===== config.mk =====
export PLATFORM = sky130hd
export DESIGN_NAME = serial_add_sequencer
export DESIGN_NICKNAME = d
export VERILOG_FILES = /design/src/rtl/serial_add_sequencer.sv
export SDC_FILE = /design/constraint.sdc
export NUM_CORES = 1
export LEC_CHECK = 0
export BUFFER_PORTS_ARGS = -buffer_cell sky130_fd_sc_hd__buf_4
export CORE_MARGIN = 3
export CORE_UTILIZATION = 53
export CTS_BUF_LIST = sky130_fd_sc_hd__clkbuf_8
export CTS_CLUSTER_DIAMETER = 100
export CTS_CLUSTER_SIZE = 24
export DETAILED_ROUTE_END_ITERATION = 16
export PLACE_DENSITY = 0.77
export SLEW_MARGIN = 15
export SYNTH_ARGS = -nofsm -noshare
export SYNTH_HDL_FRONTEND = slang
export SYNTH_SLANG_ARGS = --single-unit

===== constraint.sdc =====
create_clock -name clk -period 1.95 [get_ports clk]
set_input_delay 0.39 -clock clk [delete_from_list [all_inputs] [get_ports clk]]
set_output_delay 0.39 -clock clk [all_outputs]
set_load 0.05 [all_outputs]

===== src/rtl/serial_add_sequencer.sv =====
// serial_add_sequencer: bit-serial add/subtract built around one FullAdder.
// An operand pair is taken over a valid/ready handshake. The pair is summed
// LSB-first over WIDTH cycles, and the result is held until it is consumed.
//
// Handshake rules: a transfer happens on a rising edge where valid and ready
// are both high. in_ready is high only in IDLE. out_valid is high only in DONE.
// While out_valid=1 and out_ready=0, sum/carry/overflow hold steady. Inputs
// are not looked at outside the states that use them.
module serial_add_sequencer #(
  parameter int WIDTH = 16,
  localparam int CNT_W = $clog2(WIDTH + 1)
) (
  input  logic             clk,
  input  logic             rst_n,
  input  logic             in_valid,
  output logic             in_ready,
  input  logic [WIDTH-1:0] a,
  input  logic [WIDTH-1:0] b,
  input  logic             sub,
  output logic             out_valid,
  input  logic             out_ready,
  output logic [WIDTH-1:0] sum,
  output logic             carry,
  output logic             overflow,
  output logic             busy
);

  localparam logic [1:0] S_IDLE = 2'd0;
  localparam logic [1:0] S_RUN  = 2'd1;
  localparam logic [1:0] S_DONE = 2'd2;

  logic [1:0]       state_q, state_d;
  logic [WIDTH-1:0] a_sh_q, a_sh_d;
  logic [WIDTH-1:0] b_sh_q, b_sh_d;
  logic [WIDTH-1:0] res_q, res_d;
  logic             carry_q, carry_d;
  logic [CNT_W-1:0] cnt_q, cnt_d;
  logic             c_msb_q, c_msb_d;
  logic [WIDTH-1:0] sum_q, sum_d;
  logic             carry_out_q, carry_out_d;
  logic             ovf_q, ovf_d;

  logic fa_s;
  logic fa_co;

  // The only arithmetic element. It works on the current LSBs and the running carry.
  FullAdder u_fa (
    .a   (a_sh_q[0]),
    .b   (b_sh_q[0]),
    .ci  (carry_q),
    .s   (fa_s),
    .co  (fa_co)
  );

  // Next-state and datapath update for the IDLE/RUN/DONE sequence
  always_comb begin
    state_d     = state_q;
    a_sh_d      = a_sh_q;
    b_sh_d      = b_sh_q;
    res_d       = res_q;
    carry_d     = carry_q;
    cnt_d       = cnt_q;
    c_msb_d     = c_msb_q;
    sum_d       = sum_q;
    carry_out_d = carry_out_q;
    ovf_d       = ovf_q;
    case (state_q)
      S_IDLE: begin
        if (in_valid) begin
          // Subtraction is A + ~B + 1: B is inverted here and the +1 goes in as carry-in.
          a_sh_d  = a;
          b_sh_d  = sub ? ~b : b;
          carry_d = sub;
          cnt_d   = '0;
          state_d = S_RUN;
        end
      end
      S_RUN: begin
        res_d   = {fa_s, res_q[WIDTH-1:1]};
        a_sh_d  = a_sh_q >> 1;
        b_sh_d  = b_sh_q >> 1;
        carry_d = fa_co;
        cnt_d   = cnt_q + CNT_W'(1);
        if (cnt_q == CNT_W'(WIDTH - 1)) begin
          // carry_q is the carry into the MSB on this cycle
          c_msb_d     = carry_q;
          sum_d       = {fa_s, res_q[WIDTH-1:1]};
          carry_out_d = fa_co;
          ovf_d       = carry_q ^ fa_co;
          state_d     = S_DONE;
        end
      end
      S_DONE: begin
        if (out_ready) state_d = S_IDLE;
      end
      default: state_d = S_IDLE;
    endcase
  end

  // State and datapath flops; asynchronous clear
  always_ff @(posedge clk or negedge rst_n) begin
    if (!rst_n) begin
      state_q     <= S_IDLE;
      a_sh_q      <= '0;
      b_sh_q      <= '0;
      res_q       <= '0;
      carry_q     <= 1'b0;
      cnt_q       <= '0;
      c_msb_q     <= 1'b0;
      sum_q       <= '0;
      carry_out_q <= 1'b0;
      ovf_q       <= 1'b0;
    end else begin
      state_q     <= state_d;
      a_sh_q      <= a_sh_d;
      b_sh_q      <= b_sh_d;
      res_q       <= res_d;
      carry_q     <= carry_d;
      cnt_q       <= cnt_d;
      c_msb_q     <= c_msb_d;
      sum_q       <= sum_d;
      carry_out_q <= carry_out_d;
      ovf_q       <= ovf_d;
    end
  end

  // Outputs decode directly from flops, so they are never X after reset
  always_comb begin
    in_ready  = (state_q == S_IDLE);
    busy      = (state_q == S_RUN);
    out_valid = (state_q == S_DONE);
    sum       = sum_q;
    carry     = carry_out_q;
    overflow  = ovf_q;
  end

endmodule

// FullAdder: one-bit full adder cell.
module FullAdder (
  input  logic a,
  input  logic b,
  input  logic ci,
  output logic s,
  output logic co
);
  // Sum and carry of three input bits
  always_comb begin
    s  = a ^ b ^ ci;
    co = (a & b) | (ci & (a ^ b));
  end
endmodule

==> results of run 1 <==
worst max-delay path, cell delays in order, from the launching register on:
cell and delay (ns):
dfrtp_1 0.53, nand2b_1 0.16, inv_4 0.21, buf_4 0.24
final cells by class:
class / instances / area share
clock buffer: 10 / 0.0345
tap: 75 / 0.0235
sequential: 73 / 0.457
inverter: 5 / 0.00533
clock inverter: 6 / 0.0229
multi-input combinational: 186 / 0.320
timing repair buffer: 69 / 0.137
final timing paths:
check                      slack, ns    endpoint       start  cells after the start
max                             0.06        busy  state_q[0]                      3
min                             0.24  state_q[1]   out_ready                      2
max reg2reg                     0.14     sum[11]    cnt_q[0]                      6
min reg2reg                     0.49   a_sh_q[5]   a_sh_q[5]                      2
max in group asynchronous       0.90      sum[9]       rst_n                      3
min in group asynchronous       0.49   b_sh_q[3]       rst_n                      2
state kept, by name (all words and copies together), names as in the netlist:
register,count
carry,1
overflow,1
cnt_q,5
res_q,15
carry_q,1
a_sh_q,16
sum,16
b_sh_q,16
state_q,2
power by group:
part           switching [mW]  total [mW]  internal [mW]  leakage (nW)
clock network           0.589        1.35          0.757         0.105
logic                    1.28        2.18          0.892         0.961
registers               0.379        2.47           2.10         0.951
total                    2.25        6.00           3.74          2.02
kinds of logic (layout without fill, tap and decap cells):
kind of cell	count (synthesis)	after routing	synth area share
adders and majority gates	3	3	0.0137
muxes	19	19	0.0644
xor gates and xnor gates	17	17	0.0453
buffers and inverters	27	90	0.0549
DFF	73	73	0.556
AOI/OAI and AO/OA	58	58	0.132
and+or+nand+nor	89	89	0.134
layer usage:
metal	routed length, um	vias up	global-route usage
met5	0	-	0
met4	121	0	0.0820
met3	306	12	0.0373
met2	3210	56	0.310
met1	2890	1134	0.257
li1	-	1105	-
placed cells by master, fill, tap and decap left out, types with 2 or more instances in the layout:
cell type   count
dfrtp_1        73
buf_4          66
nand2_1        64
o21ai_0        20
a22oi_1        16
mux2_2         16
xor2_1         16
and3b_1        13
a221o_1        13
clkbuf_8       10
nand2b_1        4
inv_1           4
a22o_1          3
clkinvlp_4      3
nor2_1          2
mux2i_1         2
nand3b_1        2
o21ai_1         2
a222oi_1        2
ha_1            2
bufinv_16       2
buf_12          2
through the flow:
step / hold slack (ns) / util / total power [mW] / setup slack [ns] / area (um2)
after floorplan: 0.0944 / - / 4.06 / 0.225 / 3280
after global placement: 0.324 / 0.630 / 4.58 / 0.195 / 3750
after detailed placement: 0.326 / 0.630 / 4.69 / 0.143 / 3750
after CTS: 0.232 / 0.671 / 6.03 / 0.0564 / 3990
after global routing: 0.238 / 0.671 / 6.33 / 0.00102 / 3990
final: 0.237 / 0.671 / 6.00 / 0.0586 / 3990
timing repair:
| item | 4_1_cts | 5_1_grt |
|---|---|---|
| resized for setup | 1 | 0 |
| endpoints found under the hold margin | 25 | 0 |
| hold buffers | 1 | 0 |
| endpoints found under the setup margin | 1 | 0 |
==> results.tsv, run 1 <==
stage	metric	value	unit
logic_synthesis	synth_seq_cells	73	
routing	first_pass_iters	4	
sta	period_needed	1.89	ns
placement	dpl.cell_count	407	
logic_synthesis	synth_area	0.00328	mm2
floorplanning	floorplan.io_pins	58	
power	worst_ir_drop_vdd	940	uV
logic_synthesis	synthArstFlopShare	1.00	
floorplanning	row_count	28	
routing	drt-initial-drc-count	107	
power	p_leak	2.02	nW
outcome	outcome	completed	
critical_path	endpoint_kind	primary output	
routing	avgRoutedWirePerCell	15.4	um
sta	tightest_slew	0.834	ns
cts	cts_buffers	9	
finish	multi_input_area	0.00128	mm2
cts	cts_tree	yes	
logic_synthesis	synth_ff_type	dfrtp_1	
finish	fin_nets	384	
cts	cts_max_level	3	
global_routing	antenna_found_initial	0	
flow_run	drv_cap	0	
global_routing	grt_pass1_wl	11.0	mm
floorplanning	start_util	0.551	
placement	io_buffers	57	
placement	hpwl	4.38	mm
cts	post_cts_buffers	0	
floorplanning	die_w	84.7	um
critical_path	critPathMaxFanout	20	
logic_synthesis	synth-edff-count	0	
sta	finalCritPeriodShare	0.970	
sta	fin_setup_tns	0	ns
sta	rsz0062_at_grt	no	
logic_synthesis	synthTopCellsByCount	dfrtp_1, nand2_1, o21ai_0	
routing	vias	2307	
sta	hold_violations	0	
cts	cts_root_buffer	clkbuf_8	
finish	drive_gt1_frac	0.295	
critical_path	worstSetupStartpointType	flip-flop	
logic_synthesis	yosys-top-cells-area	dfrtp_1, nand2_1, mux2_2, xor2_1, a221o_1	
logic_synthesis	syn_avg_cell_area	11.5	um2
finish	area_growth	21.6	%
floorplanning	die_h	84.7	um
cts	clkSinkCount	73	
finish	ff_latch_area	0.00183	mm2
floorplanning	dieArea	0.00718	mm2
logic_synthesis	synth-seq-area-share	0.556	
critical_path	arrival	1.50	ns
sta	setup_viol	0	
finish	antenna_cells	0	
logic_synthesis	synth_top_area_cell	dfrtp_1	
logic_synthesis	netlist.area_leader.share	0.556	
power	p_per_area	1500	mW/mm2
critical_path	worstPathRequired	1.56	ns
routing	drt-total-wl	6.53	mm
finish	final_cells	424	
cts	clkTransAtPathRegs	0.08	ns
routing	drc	0	
routing	ant_nets	0	
floorplanning	fp.coreArea	0.00596	mm2
logic_synthesis	synthDistinctLibCells	30	
routing	avgViaCountPerCell	5.44	
global_routing	gr-total-overflow	0	
global_routing	grt_pass1_vias	2326	
sta	slew_headroom	0.442	
cts	worstSkewPairLatency	0.35	ns
sta	finalClockSkew	0.00564	ns
global_routing	track_usage	0.193	
min_path	hold_path.class	input pin to flip-flop	
sta	slew_viol_final	0	
placement	place_congestion	0.733	
global_routing	grt_max_degree	49	
logic_synthesis	yosysWarnings	0	
sta	fmax	529	MHz
logic_synthesis	synth_nets	326	
critical_path	criticalPathCategory	flip-flop to primary output	
logic_synthesis	yosysMostFrequentCell	dfrtp_1	
finish	fill_cells	459	
cts	cts.path.max_buffers	2	
logic_synthesis	syn-instance-count	286	
Power figures use the tool's default switching activity.
==> inputs of run 2 (changes only) <==
Settings changed: CORE_ASPECT_RATIO set to 0.75.
==> run 2 against run 1 <==
Non-clock buffer count stayed put. Die area grew 0.14%. Via count up 0.30%. Clock-buffer cell count rose by 1. Flip-flop and latch count did not move. Highest routed layer unchanged.
==> results.tsv, run 2 (synthesis results as in run 1) <==
stage	metric	value	unit	change
critical_path	path_cells	nand2b_1 -> inv_2 -> buf_4		
cts	cts_resized	0		-1
cts	cts_max_level	3		unchanged
cts	clkTransAtPathRegs	0.07	ns	about the same
cts	clkSinkCount	73		unchanged
floorplanning	dieArea	0.00719	mm2	+0.14%
global_routing	grt_pass1_vias	2309		-0.73%
placement	hpwl	4.45	mm	+1.8%
placement	io_buffers	57		unchanged
sta	hold_violations	0		unchanged
floorplanning	floorplan.io_pins	58		unchanged
routing	wl_met2	3.04	mm	-5.5%
finish	final_cell_mix	dfrtp_1, buf_4, nand2_1		
sta	tightest_slew	0.503	ns	-0.332 ns
power	worst_ir_drop_vdd	604	uV	-36%
finish	area_growth	19.9	%	
cts	cts_buffers	9		unchanged
finish	design_area	0.00394	mm2	-1.4%
floorplanning	fp.coreArea	0.00592	mm2	-0.67%
critical_path	cp.buffers_inverters	2		unchanged
power	swShare	0.380		+0.00457
outcome	outcome	completed		
routing	drc	0		unchanged
routing	drt-initial-drc-count	151		+41%
cts	cts_tree	yes		
global_routing	antenna_found_initial	0		unchanged
routing	avgViaCountPerCell	5.42		-0.40%
sta	period_needed	1.84	ns	-0.0516 ns
placement	place_congestion	0.790		+7.8%
critical_path	crit_slowest_cell	dfrtp_1		
finish	fill_cells	458		-0.22%
sta	slew_viol_final	0		unchanged
floorplanning	start_util	0.555		+0.00373
critical_path	critPathMaxFanout	20		unchanged
power	p_sw	2.16	mW	-4.3%
cts	worstSkewPairLatency	0.33	ns	-0.02 ns
power	comb_power_share	0.386		+0.023
cts	cts.path.max_buffers	2		unchanged
power	pwr-share-clk	0.179		-0.045
finish	finish.utilization	0.666		-0.00498
sta	finalCritPeriodShare	0.943		-0.0265
routing	vias	2314		+0.30%
critical_path	worstSetupStartpointType	flip-flop		
finish	final_common_cell	dfrtp_1		
cts	cts_root_buffer	clkbuf_8		
global_routing	gr-total-overflow	0		unchanged
critical_path	arrival	1.45	ns	-0.05 ns
routing	wl_met3	355	um	+16%
finish	antenna_cells	0		unchanged
sta	setup_viol	0		unchanged
routing	wl_met1	2.98	mm	+3.3%
finish	final_cells	427		+0.71%
critical_path	critical-path-max-stage-delay	0.46	ns	-0.07 ns
critical_path	rr_endpoint	sum[15]		
routing	first_pass_iters	6		+2
sta	timing.final.ws_setup	0.110	ns	+0.0516 ns
finish	drive_gt1_frac	0.292		-0.00287
critical_path	endpoint_kind	primary output		
placement	dpl.cell_count	411		+0.98%
sta	finalClockSkew	0.00875	ns	+0.00311 ns
floorplanning	die_h	74.2	um	-12%
flow_run	drv_cap	0		unchanged
power	p_int	3.51	mW	-6.1%
power	p_per_area	1440	mW/mm2	-4.1%
floorplanning	die_w	96.9	um	+14%
critical_path	crit_path_start	state_q[0]		
cts	post_cts_buffers	0		unchanged
placement	postPlaceCellArea	0.00376	mm2	+0.30%
sta	slew_headroom	0.665		+0.223
routing	ant_nets	0		unchanged
placement	post-place-ws	0.171	ns	+0.0283 ns
critical_path	r2r_slack	0.16	ns	+0.02 ns
power	power.total	5.67	mW	-5.5%
cts	cts_hold_buffers	0		-1
sta	rsz0062_at_grt	no		
routing	avgRoutedWirePerCell	15.0	um	-2.5%
power	pwr-share-seq	0.435		+0.022
floorplanning	row_count	24		-14%
critical_path	cp_top_family	buffers and inverters		
routing	drt-total-wl	6.41	mm	-1.9%
routing	highest_layer	met4		
finish	fin_nets	384		unchanged
critical_path	worstReg2RegStart	cnt_q[0]		
sta	hold_ws	0.0336	ns	-0.203 ns
critical_path	worstPathRequired	1.56	ns	about the same
global_routing	track_usage	0.189		-0.00382
min_path	hold_path.class	input pin to async pin		
critical_path	criticalPathCategory	flip-flop to primary output		
global_routing	grt_pass1_wl	10.8	mm	-1.6%
sta	fin_setup_tns	0	ns	unchanged
critical_path	rr_worst_depth	6		unchanged
global_routing	grt_max_degree	40		-18%
sta	fmax	544	MHz	+2.8%
power	p_leak	2.01	nW	-0.17%
[run 2: cell count changes in the layout (fill, tap and decap cells not counted), sizes merged]
| cell | delta |
|---|---|
| clkinv | +2 |
| inv | +2 |
| clkinvlp | -3 |
| buf | +1 |
| bufinv | -2 |
| dlygate4sd3 | -1 |
| clkbuf | +1 |
[run 2: worst max-delay path by stage]
stage          cells past startpoint  slack, ns  endpoint
2_1_floorplan                      3       0.23  in_ready
3_3_place_gp                       6       0.22   sum[10]
3_5_place_dp                       6       0.17   sum[15]
4_1_cts                            3       0.08      busy
5_1_grt                            3      0.005      busy
6_report                           3       0.11      busy
[run 2: worst register-to-register path, delay by kind of cell (launching register included)]
family,cells,cell delay [ns]
AND/OR/NAND/NOR,2,0.32
buffers and inverters,1,0.18
adder cells (fa/ha/maj),2,0.42
flip-flops,1,0.41
multiplexers,1,0.35
[run 2: layout make-up]
| type | count | area, um2 | share of cell area |
|---|---|---|---|
| clock buffers | 11 | 151 | 0.0384 |
| clock inverters | 5 | 22.5 | 0.00572 |
| repair buffers | 69 | 543 | 0.138 |
| well taps | 78 | 97.6 | 0.0248 |
| inverters | 5 | 18.8 | 0.00477 |
| flip-flops and latches | 73 | 1830 | 0.464 |
| multi-input cells | 186 | 1280 | 0.324 |
[run 2: power groups by stage]
stage	clock, mW	combinational (mW)	sequential (mW)
2_1_floorplan	0	1.24	2.82
3_3_place_gp	0	2.13	2.47
3_5_place_dp	0	2.20	2.49
4_1_cts	1.06	2.21	2.47
5_1_grt	1.13	2.40	2.54
6_report	1.02	2.19	2.47
[run 2: per-layer routing]
metal  up-vias  global-route usage
met2        61               0.294
met5         -                   0
li1       1113                   -
met4         0              0.0561
met1      1136               0.260
met3         4              0.0590
